<file path="config.mk">
export PLATFORM = sky130hd
export DESIGN_NAME = axis_uart_rx_core
export DESIGN_NICKNAME = d
export VERILOG_FILES = /design/src/rtl/axis_uart_rx_core.sv
export SDC_FILE = /design/constraint.sdc
export NUM_CORES = 1
export LEC_CHECK = 0
export ABC_AREA = 1
export BUFFER_PORTS_ARGS = -buffer_cell sky130_fd_sc_hd__buf_4
export CAP_MARGIN = 20
export CORE_MARGIN = 2
export CORE_UTILIZATION = 30
export CTS_CLUSTER_SIZE = 40
export DETAILED_ROUTE_END_ITERATION = 8
export GPL_TIMING_DRIVEN = 0
export PLACE_DENSITY = 0.42
export SLEW_MARGIN = 40
export SYNTH_ARGS = -nofsm -noshare
export SYNTH_HDL_FRONTEND = slang
export SYNTH_SLANG_ARGS = --single-unit
</file>
<file path="constraint.sdc">
create_clock -name aclk -period 1.5 [get_ports aclk]
set_input_delay 0.45 -clock aclk [delete_from_list [all_inputs] [get_ports aclk]]
set_output_delay 0.45 -clock aclk [all_outputs]
set_load 0.01 [all_outputs]
</file>
<file path="src/rtl/axis_uart_rx_core.sv">
// UART receiver: synchronizes rxd, samples it DELAY clocks after each baud
// strobe and delivers error-free frames on a single-entry AXI4-Stream master.
module axis_uart_rx_core #(
  parameter int PARITY_ENA  = 0,
  parameter int PARITY_TYPE = 0,
  parameter int STOP_BITS   = 1,
  parameter int DATA_BITS   = 8,
  parameter int DELAY       = 0
) (
  input  logic                 aclk,
  input  logic                 arst,
  input  logic                 uart_ena,
  input  logic                 rxd,
  output logic [DATA_BITS-1:0] m_axis_tdata,
  output logic                 m_axis_tvalid,
  input  logic                 m_axis_tready
);

  localparam int CNT_W = (DELAY < 2) ? 1 : $clog2(DELAY + 1);
  localparam int BIT_W = $clog2(DATA_BITS + 1);

  typedef enum logic [2:0] {
    S_IDLE,
    S_START,
    S_DATA,
    S_PARITY,
    S_STOP
  } state_t;

  state_t               state;
  state_t               state_next;
  logic                 rxd_meta;
  logic                 rxd_sync;
  logic [CNT_W-1:0]     dly_cnt;
  logic                 dly_armed;
  logic                 sample;
  logic [DATA_BITS-1:0] shift_q;
  logic [BIT_W-1:0]     bit_cnt;
  logic                 par_err;
  logic                 frm_err;
  logic                 line_ok;
  logic                 shift_en;
  logic                 par_en;
  logic                 stop_en;
  logic                 frame_done;
  logic                 frame_good;

  always_ff @(posedge aclk) begin
    if (arst) begin
      rxd_meta <= 1'b1;
      rxd_sync <= 1'b1;
    end else begin
      rxd_meta <= rxd;
      rxd_sync <= rxd_meta;
    end
  end

  // Each strobe reloads the delay counter; the sample fires when it reaches 1.
  always_ff @(posedge aclk) begin
    if (arst) begin
      dly_cnt   <= '0;
      dly_armed <= 1'b0;
    end else if (uart_ena) begin
      dly_cnt   <= CNT_W'(DELAY);
      dly_armed <= (DELAY != 0);
    end else if (dly_armed) begin
      dly_cnt <= dly_cnt - CNT_W'(1);
      if (dly_cnt == CNT_W'(1)) dly_armed <= 1'b0;
    end
  end

  assign sample = (DELAY == 0) ? uart_ena : (dly_armed && (dly_cnt == CNT_W'(1)));

  always_ff @(posedge aclk) begin
    if (arst) state <= S_IDLE;
    else      state <= state_next;
  end

  always_comb begin
    state_next = state;
    shift_en   = 1'b0;
    par_en     = 1'b0;
    stop_en    = 1'b0;
    frame_done = 1'b0;
    case (state)
      S_IDLE: begin
        if (sample && !rxd_sync && line_ok) state_next = S_START;
      end
      S_START: state_next = S_DATA;
      S_DATA: begin
        if (sample) begin
          shift_en = 1'b1;
          if (bit_cnt == BIT_W'(DATA_BITS - 1))
            state_next = (PARITY_ENA != 0) ? S_PARITY : S_STOP;
        end
      end
      S_PARITY: begin
        if (sample) begin
          par_en     = 1'b1;
          state_next = S_STOP;
        end
      end
      S_STOP: begin
        if (sample) begin
          stop_en = 1'b1;
          if (bit_cnt == BIT_W'(STOP_BITS - 1)) begin
            frame_done = 1'b1;
            state_next = S_IDLE;
          end
        end
      end
      default: state_next = S_IDLE;
    endcase
  end

  // The current stop bit is folded in directly so the word can load on this edge.
  assign frame_good = frame_done && !par_err && !frm_err && rxd_sync;

  always_ff @(posedge aclk) begin
    if (arst) begin
      shift_q <= '0;
      bit_cnt <= '0;
      par_err <= 1'b0;
      frm_err <= 1'b0;
      line_ok <= 1'b1;
    end else begin
      if (state_next != state)      bit_cnt <= '0;
      else if (shift_en || stop_en) bit_cnt <= bit_cnt + BIT_W'(1);
      if (shift_en) shift_q <= {rxd_sync, shift_q[DATA_BITS-1:1]};
      if (state == S_START) begin
        par_err <= 1'b0;
        frm_err <= 1'b0;
      end
      if (par_en) par_err <= ((^shift_q) ^ rxd_sync) != 1'(PARITY_TYPE);
      if (stop_en && !rxd_sync) frm_err <= 1'b1;
      // A framing error disarms start detection until the line is seen idle.
      if (state == S_IDLE && sample && rxd_sync) line_ok <= 1'b1;
      else if (stop_en && !rxd_sync)             line_ok <= 1'b0;
    end
  end

  // Handshake: tdata is held while tvalid is high; a word transfers on any edge
  // with tvalid & tready. A completing frame loads only if the slot is empty or
  // being emptied on the same edge; otherwise the new word is dropped.
  always_ff @(posedge aclk) begin
    if (arst) begin
      m_axis_tdata  <= '0;
      m_axis_tvalid <= 1'b0;
    end else if (frame_good && (!m_axis_tvalid || m_axis_tready)) begin
      m_axis_tdata  <= shift_q;
      m_axis_tvalid <= 1'b1;
    end else if (m_axis_tvalid && m_axis_tready) begin
      m_axis_tvalid <= 1'b0;
    end
  end

endmodule

</file>
==> flow_summary.json, run 1 <==
{
  "status": "complete, no violations",
  "rrSetupSlack_ns": 0.07,
  "num_vias": 1280,
  "combPwrFrac_pct": 4.7,
  "ys.flop_type": "dfxtp_1",
  "grt_util_all_layers_pct": 13.2,
  "synth-edff-count": 0,
  "worst_pin_slew_ns": 0.483,
  "cp-end-kind": "flip-flop",
  "synth.avg_cell_area_um2": 7.02,
  "final_common_cell": "nand2_1",
  "first_pass_iters": 4,
  "place_congestion": 0.778,
  "finalCriticalPeriod_ns": 1.43,
  "post-route-drc-count": 0,
  "grt_remaining_overflow": 0,
  "max_stage_delay_ns": 0.36,
  "grt_setup_unrepaired": "yes",
  "path_clk_slew_ns": 0.07,
  "internal-power_mw": 1.35,
  "cellLeakagePower_nw": 0.769,
  "layout-area-overhead-vs-synth_pct": 26.6,
  "drive_above_1_share_pct": 24.3,
  "reg2reg_to": "m_axis_tdata[6]$_SDFFE_PP0P_",
  "fp-row-count": 24,
  "synth_top_cell_by_area": "dfxtp_1",
  "yosys_warnings": 0,
  "final-hold-violation-count": 0,
  "initial_core_util_pct": 31.6,
  "nNetsFinal": 232,
  "worstSetupEndpoint": "m_axis_tdata[6]$_SDFFE_PP0P_",
  "final_cell_mix": "nand2_1 (39), inv_1 (26), dfxtp_1 (25)",
  "wl_per_cell_um": 11.4,
  "critPathLaunchType": "flip-flop",
  "p_seq_share_pct": 46.1,
  "criticalPathCategory": "reg2reg",
  "skew_ns": 0.00784,
  "power_mw": 1.70,
  "worstPathArrival_ns": 1.61,
  "worst-path-max-fanout": 10,
  "tritoncts": "built",
  "drt_iter0_markers": 31,
  "setup_tns_ns": 0,
  "io_pins": 14,
  "clock_latency_ns": 0.28,
  "place_area_um2": 1560,
  "grt_max_degree": 11,
  "hold_path_class": "in2reg",
  "ant_nets": 0,
  "async_flop_share_pct": 0,
  "worstRegToRegCells": 8,
  "first_global_vias": 1243,
  "clockBufferDepth": 2,
  "wl_um": 3180,
  "die-area_um2": 5240,
  "coreArea_um2": 4440,
  "synthCells": 200,
  "ys_ff_latch": 29,
  "max_freq_ghz": 0.697,
  "synth_top_area_share_pct": 41.4,
  "slowest_stage": "dfxtp_4",
  "power_frac_clock_pct": 49.2,
  "synth_area_um2": 1400,
  "num_antenna_cells": 0,
  "worstPathCellList": "inv_4 -> ha_4 -> nand4_1 -> nor3_4 -> buf_6 -> nand3_2 -> nand2_1 -> nor2_1",
  "antenna_found_initial": 0,
  "synth_fp_nets": 207,
  "max-slew-margin-rel_pct": 67.8,
  "finalSetupViolCount": 0,
  "ys_seq_area_share_pct": 41.4,
  "port_buffers": 12,
  "stdcell_area_um2": 1780,
  "vdd_drop_max_mv": 0.358,
  "hold_buffers": 0,
  "netlist_top_cells_area": "dfxtp_1 (41%), nand2_1 (11%), inv_1 (8.0%)",
  "crit_required_ns": 1.68,
  "grt_first_pass_wirelength_um": 5380,
  "fin_crit_sh_pct": 95.6,
  "cts-root-buf": "clkbuf_8",
  "chipHeight_um": 72.4,
  "die_x_um": 72.4,
  "crit_start": "bit_cnt[0]$_SDFFE_PP0P_",
  "ys_types": 23,
  "final-max-slew-violation-count": 0,
  "dpl.hpwl_um": 2350,
  "maxCapViolations": 0,
  "numCtsBuffers": 5,
  "r2r_start": "bit_cnt[0]$_SDFFE_PP0P_",
  "vias_per_cell": 4.60,
  "p_sw_share_pct": 20.7,
  "p_sw_mw": 0.352,
  "cts.sinks": 29,
  "htree_levels": 2,
  "powerDensity_nw_per_um2": 955
}
[registers in the layout, summed over array words and instances, names as in the netlist]
signal,flops
m_axis_tdata,8
m_axis_tvalid,1
par_err,1
shift_q,8
rxd_meta,1
line_ok,1
state,3
rxd_sync,1
bit_cnt,4
frm_err,1
[worst max-delay path, delay by kind of cell (launching register included)]
| family | cells | cell delay [ns] |
|---|---|---|
| fa+ha+maj | 1 | 0.12 |
| simple gates | 5 | 0.63 |
| buf+inv | 2 | 0.23 |
| flops | 1 | 0.36 |
[per-stage QoR]
step                      setup slack [ns]  instances  hold slack, ns  util, %
after detailed placement            -0.186        264           0.403     35.1
after global routing               -0.0370        278           0.350     40.0
after global placement              -0.162        264           0.397     35.1
final                               0.0660        278           0.360     40.0
after CTS                           0.0410        273           0.348     37.9
after floorplan                      0.108        200           0.389        -
[cell usage after synthesis (all sizes together), types with 2 or more instances]
| library cell | number |
|---|---|
| or2 | 3 |
| nor2 | 24 |
| nand2 | 44 |
| nor3 | 2 |
| xor2 | 2 |
| ha | 2 |
| a31oi | 3 |
| o21ai | 10 |
| buf | 4 |
| nand4 | 2 |
| dfxtp | 29 |
| a21oi | 18 |
| inv | 31 |
| nand3 | 22 |
[cells by family after synthesis]
logic type	after synthesis	synth area share, %
compound gates	33	12.5
simple gates	97	32.2
buf+inv	36	10.3
flops	29	41.4
fa+ha+maj	2	1.78
xor+xnor	3	1.87
[what timing repair did]
action / 4_1_cts / 5_1_grt
gates resized for setup: 0 / 22
setup buffers: 1 / 5
hold endpoints to repair: 0 / 0
setup endpoints to repair: 9 / 14
pin swaps: 1 / 5
[worst min-delay path by stage]
| stage | from | to | slack [ns] | cells after the start |
|---|---|---|---|---|
| 2_1_floorplan | rxd_meta$_SDFF_PP1_ | rxd_sync$_SDFF_PP1_ | 0.39 | 1 |
| 3_3_place_gp | rxd_meta$_SDFF_PP1_ | rxd_sync$_SDFF_PP1_ | 0.40 | 1 |
| 3_5_place_dp | rxd_meta$_SDFF_PP1_ | rxd_sync$_SDFF_PP1_ | 0.40 | 1 |
| 4_1_cts | rxd | rxd_meta$_SDFF_PP1_ | 0.35 | 2 |
| 5_1_grt | rxd | rxd_meta$_SDFF_PP1_ | 0.35 | 2 |
| 6_report | rxd | rxd_meta$_SDFF_PP1_ | 0.36 | 2 |
[routing by layer]
layer | global-route usage, % | vias up | wire length [um]
met5 | 0 | - | 0
met4 | 7.41 | 0 | 51
met3 | 2.92 | 5 | 78
met2 | 21.5 | 13 | 1540
met1 | 16.2 | 575 | 1520
li1 | - | 687 | -
[power by group through the flow]
stage,Combinational [mW],Clock (mW),Sequential (mW)
final,0.0792,0.837,0.783
after global routing,0.0898,0.906,0.783
after CTS,0.0730,0.868,0.784
after detailed placement,0.0729,0,0.801
after global placement,0.0714,0,0.801
after floorplan,0.0493,0,0.800
[area by class of cell]
class / instances / area [um^2]
multi-input cells: 135 / 718
repair buffers: 18 / 139
clock inverters: 1 / 30.0
well taps: 52 / 65.1
plain buffers: 5 / 32.5
clock buffers: 7 / 86.3
fillers: 484 / 2670
flip-flops and latches: 29 / 588
inverters: 31 / 119
Note: power is estimated with default switching activity, not from simulation.
==> run 2: changes to the inputs <==
- CELL_PAD_IN_SITES_DETAIL_PLACEMENT: unset -> 1
- CELL_PAD_IN_SITES_GLOBAL_PLACEMENT: unset -> 2
- PLACE_DENSITY: 0.42 -> 0.69
==> flow_summary.json, run 2 (same netlist as run 1, synthesis figures left out) <==
{
  "multiInputGateArea_um2": 703,
  "hold_path_class": "in2reg",
  "internal-power_mw": 1.22,
  "tritoncts": "built",
  "fp-row-count": 24,
  "max-slew-margin-rel_pct": 68.2,
  "io_pins": 14,
  "combPwrFrac_pct": 4.9,
  "cts.sinks": 29,
  "vias_per_cell": 4.76,
  "criticalPathCategory": "reg2reg",
  "ff_latch_area_um2": 589,
  "worst-path-max-fanout": 5,
  "num_antenna_cells": 0,
  "htree_levels": 2,
  "die-area_um2": 5240,
  "p_sw_share_pct": 22.8,
  "antenna_found_initial": 0,
  "grt_max_degree": 11,
  "finalCriticalPeriod_ns": 1.42,
  "top_regs": "m_axis_tdata: 8 flops, shift_q: 8 flops, bit_cnt: 4 flops",
  "coreArea_um2": 4440,
  "place_congestion": 0.778,
  "grt_util_all_layers_pct": 15.2,
  "final-hold-violation-count": 0,
  "powerDensity_nw_per_um2": 889,
  "initial_core_util_pct": 31.6,
  "die_x_um": 72.4,
  "clockBufferDepth": 2,
  "use_met2_pct": 24.8,
  "layout-area-overhead-vs-synth_pct": 26.3,
  "power_frac_clock_pct": 45.4,
  "port_buffers": 12,
  "final_common_cell": "nand2_1",
  "skew_ns": 0.00431,
  "hold_buffers": 0,
  "num_vias": 1332,
  "grt_remaining_overflow": 0,
  "whs_ns": 0.354,
  "clock_latency_ns": 0.28,
  "numCtsBuffers": 5,
  "grtUsageMet3_pct": 4.17,
  "maxCapViolations": 0,
  "cellLeakagePower_nw": 0.776,
  "finalSetupViolCount": 0,
  "dp_slack_ns": -0.223,
  "drt_iter0_markers": 36,
  "status": "complete, no violations",
  "wl_um": 3660,
  "grt_use_met1_pct": 19.1,
  "p_sw_mw": 0.359,
  "vdd_drop_max_mv": 0.302,
  "worstPathArrival_ns": 1.59,
  "fillers": 584,
  "final-max-slew-violation-count": 0,
  "fin_crit_sh_pct": 94.4,
  "grt_first_pass_wirelength_um": 6060,
  "wl_per_cell_um": 13.1,
  "cp-end-kind": "flip-flop",
  "first_global_vias": 1337,
  "max_freq_ghz": 0.706,
  "worst_pin_slew_ns": 0.477,
  "final_cell_mix": "nand2_1 (41), inv_1 (27), dfxtp_1 (24)",
  "critPathLaunchType": "flip-flop",
  "gr-max-usage-layer": "met2",
  "final.setup.worst_slack_ns": 0.0836,
  "cts-root-buf": "clkbuf_8",
  "crit_required_ns": 1.67,
  "drive_above_1_share_pct": 23.7,
  "chipHeight_um": 72.4,
  "dpl.hpwl_um": 2800,
  "post-route-drc-count": 0,
  "path_clk_slew_ns": 0.07,
  "nNetsFinal": 234,
  "grt_setup_unrepaired": "yes",
  "p_seq_share_pct": 49.7,
  "first_pass_iters": 4,
  "ant_nets": 0,
  "rrSetupSlack_ns": 0.08
}
[run 2: repair_timing]
| action | CTS | global route |
|---|---|---|
| pin swaps | 4 | 3 |
| endpoints found under the setup margin | 12 | 16 |
| cloned | 0 | 1 |
| buffers inserted | 4 | 3 |
| gates resized for setup | 1 | 20 |
[run 2: layout make-up]
class	count	share of cell area (%)
Buffer	5	1.69
Clock buffer	7	5.43
Clock inverter	1	0.282
Inverter	31	6.70
Multi-Input combinational cell	135	39.7
Sequential cell	29	33.2
Tap cell	52	3.67
Timing Repair Buffer	20	9.32
[run 2: critical path, stage by stage (launching register included)]
cell and delay [ns]:
dfxtp_2 0.36, inv_2 0.07, nor3_4 0.18, nand2_2 0.08, nor3_4 0.17, buf_6 0.15
buf_6 0.11, nand3_1 0.07, nand2_1 0.07, nor2_1 0.04
[run 2: metal layers]
layer / vias up / part of all wire, %
li1: 694 / -
met1: 624 / 51
met2: 12 / 46
met3: 2 / 2.4
met4: 0 / 0.71
met5: - / 0
[run 2: through the flow]
stage	power (mW)	instance area, um^2	TNS [ns]	std cells	utilization (%)
floorplan	0.849	1400	0	200	-
global placement	0.874	1560	-1.89	264	35.1
detailed placement	0.876	1560	-1.98	264	35.1
CTS	1.61	1690	-0.00164	276	38.1
global route	1.66	1770	-0.0410	280	39.9
finish	1.58	1770	0	280	39.9
[run 2: power by group through the flow]
stage	Combinational [mW]	Sequential [mW]	Clock, mW
CTS	0.0759	0.784	0.748
global placement	0.0729	0.801	0
global route	0.0870	0.783	0.790
finish	0.0771	0.783	0.716
detailed placement	0.0752	0.801	0
floorplan	0.0493	0.800	0
[run 2: path summary, 6_finish.rpt]
check / startpoint / to / cells after the start
setup / recovery: state[2]$_SDFF_PP0_ / m_axis_tdata[6]$_SDFFE_PP0P_ / 9
hold / removal: rxd / rxd_meta$_SDFF_PP1_ / 2
setup reg to reg: state[2]$_SDFF_PP0_ / m_axis_tdata[6]$_SDFFE_PP0P_ / 9
hold reg to reg: rxd_meta$_SDFF_PP1_ / rxd_sync$_SDFF_PP1_ / 1
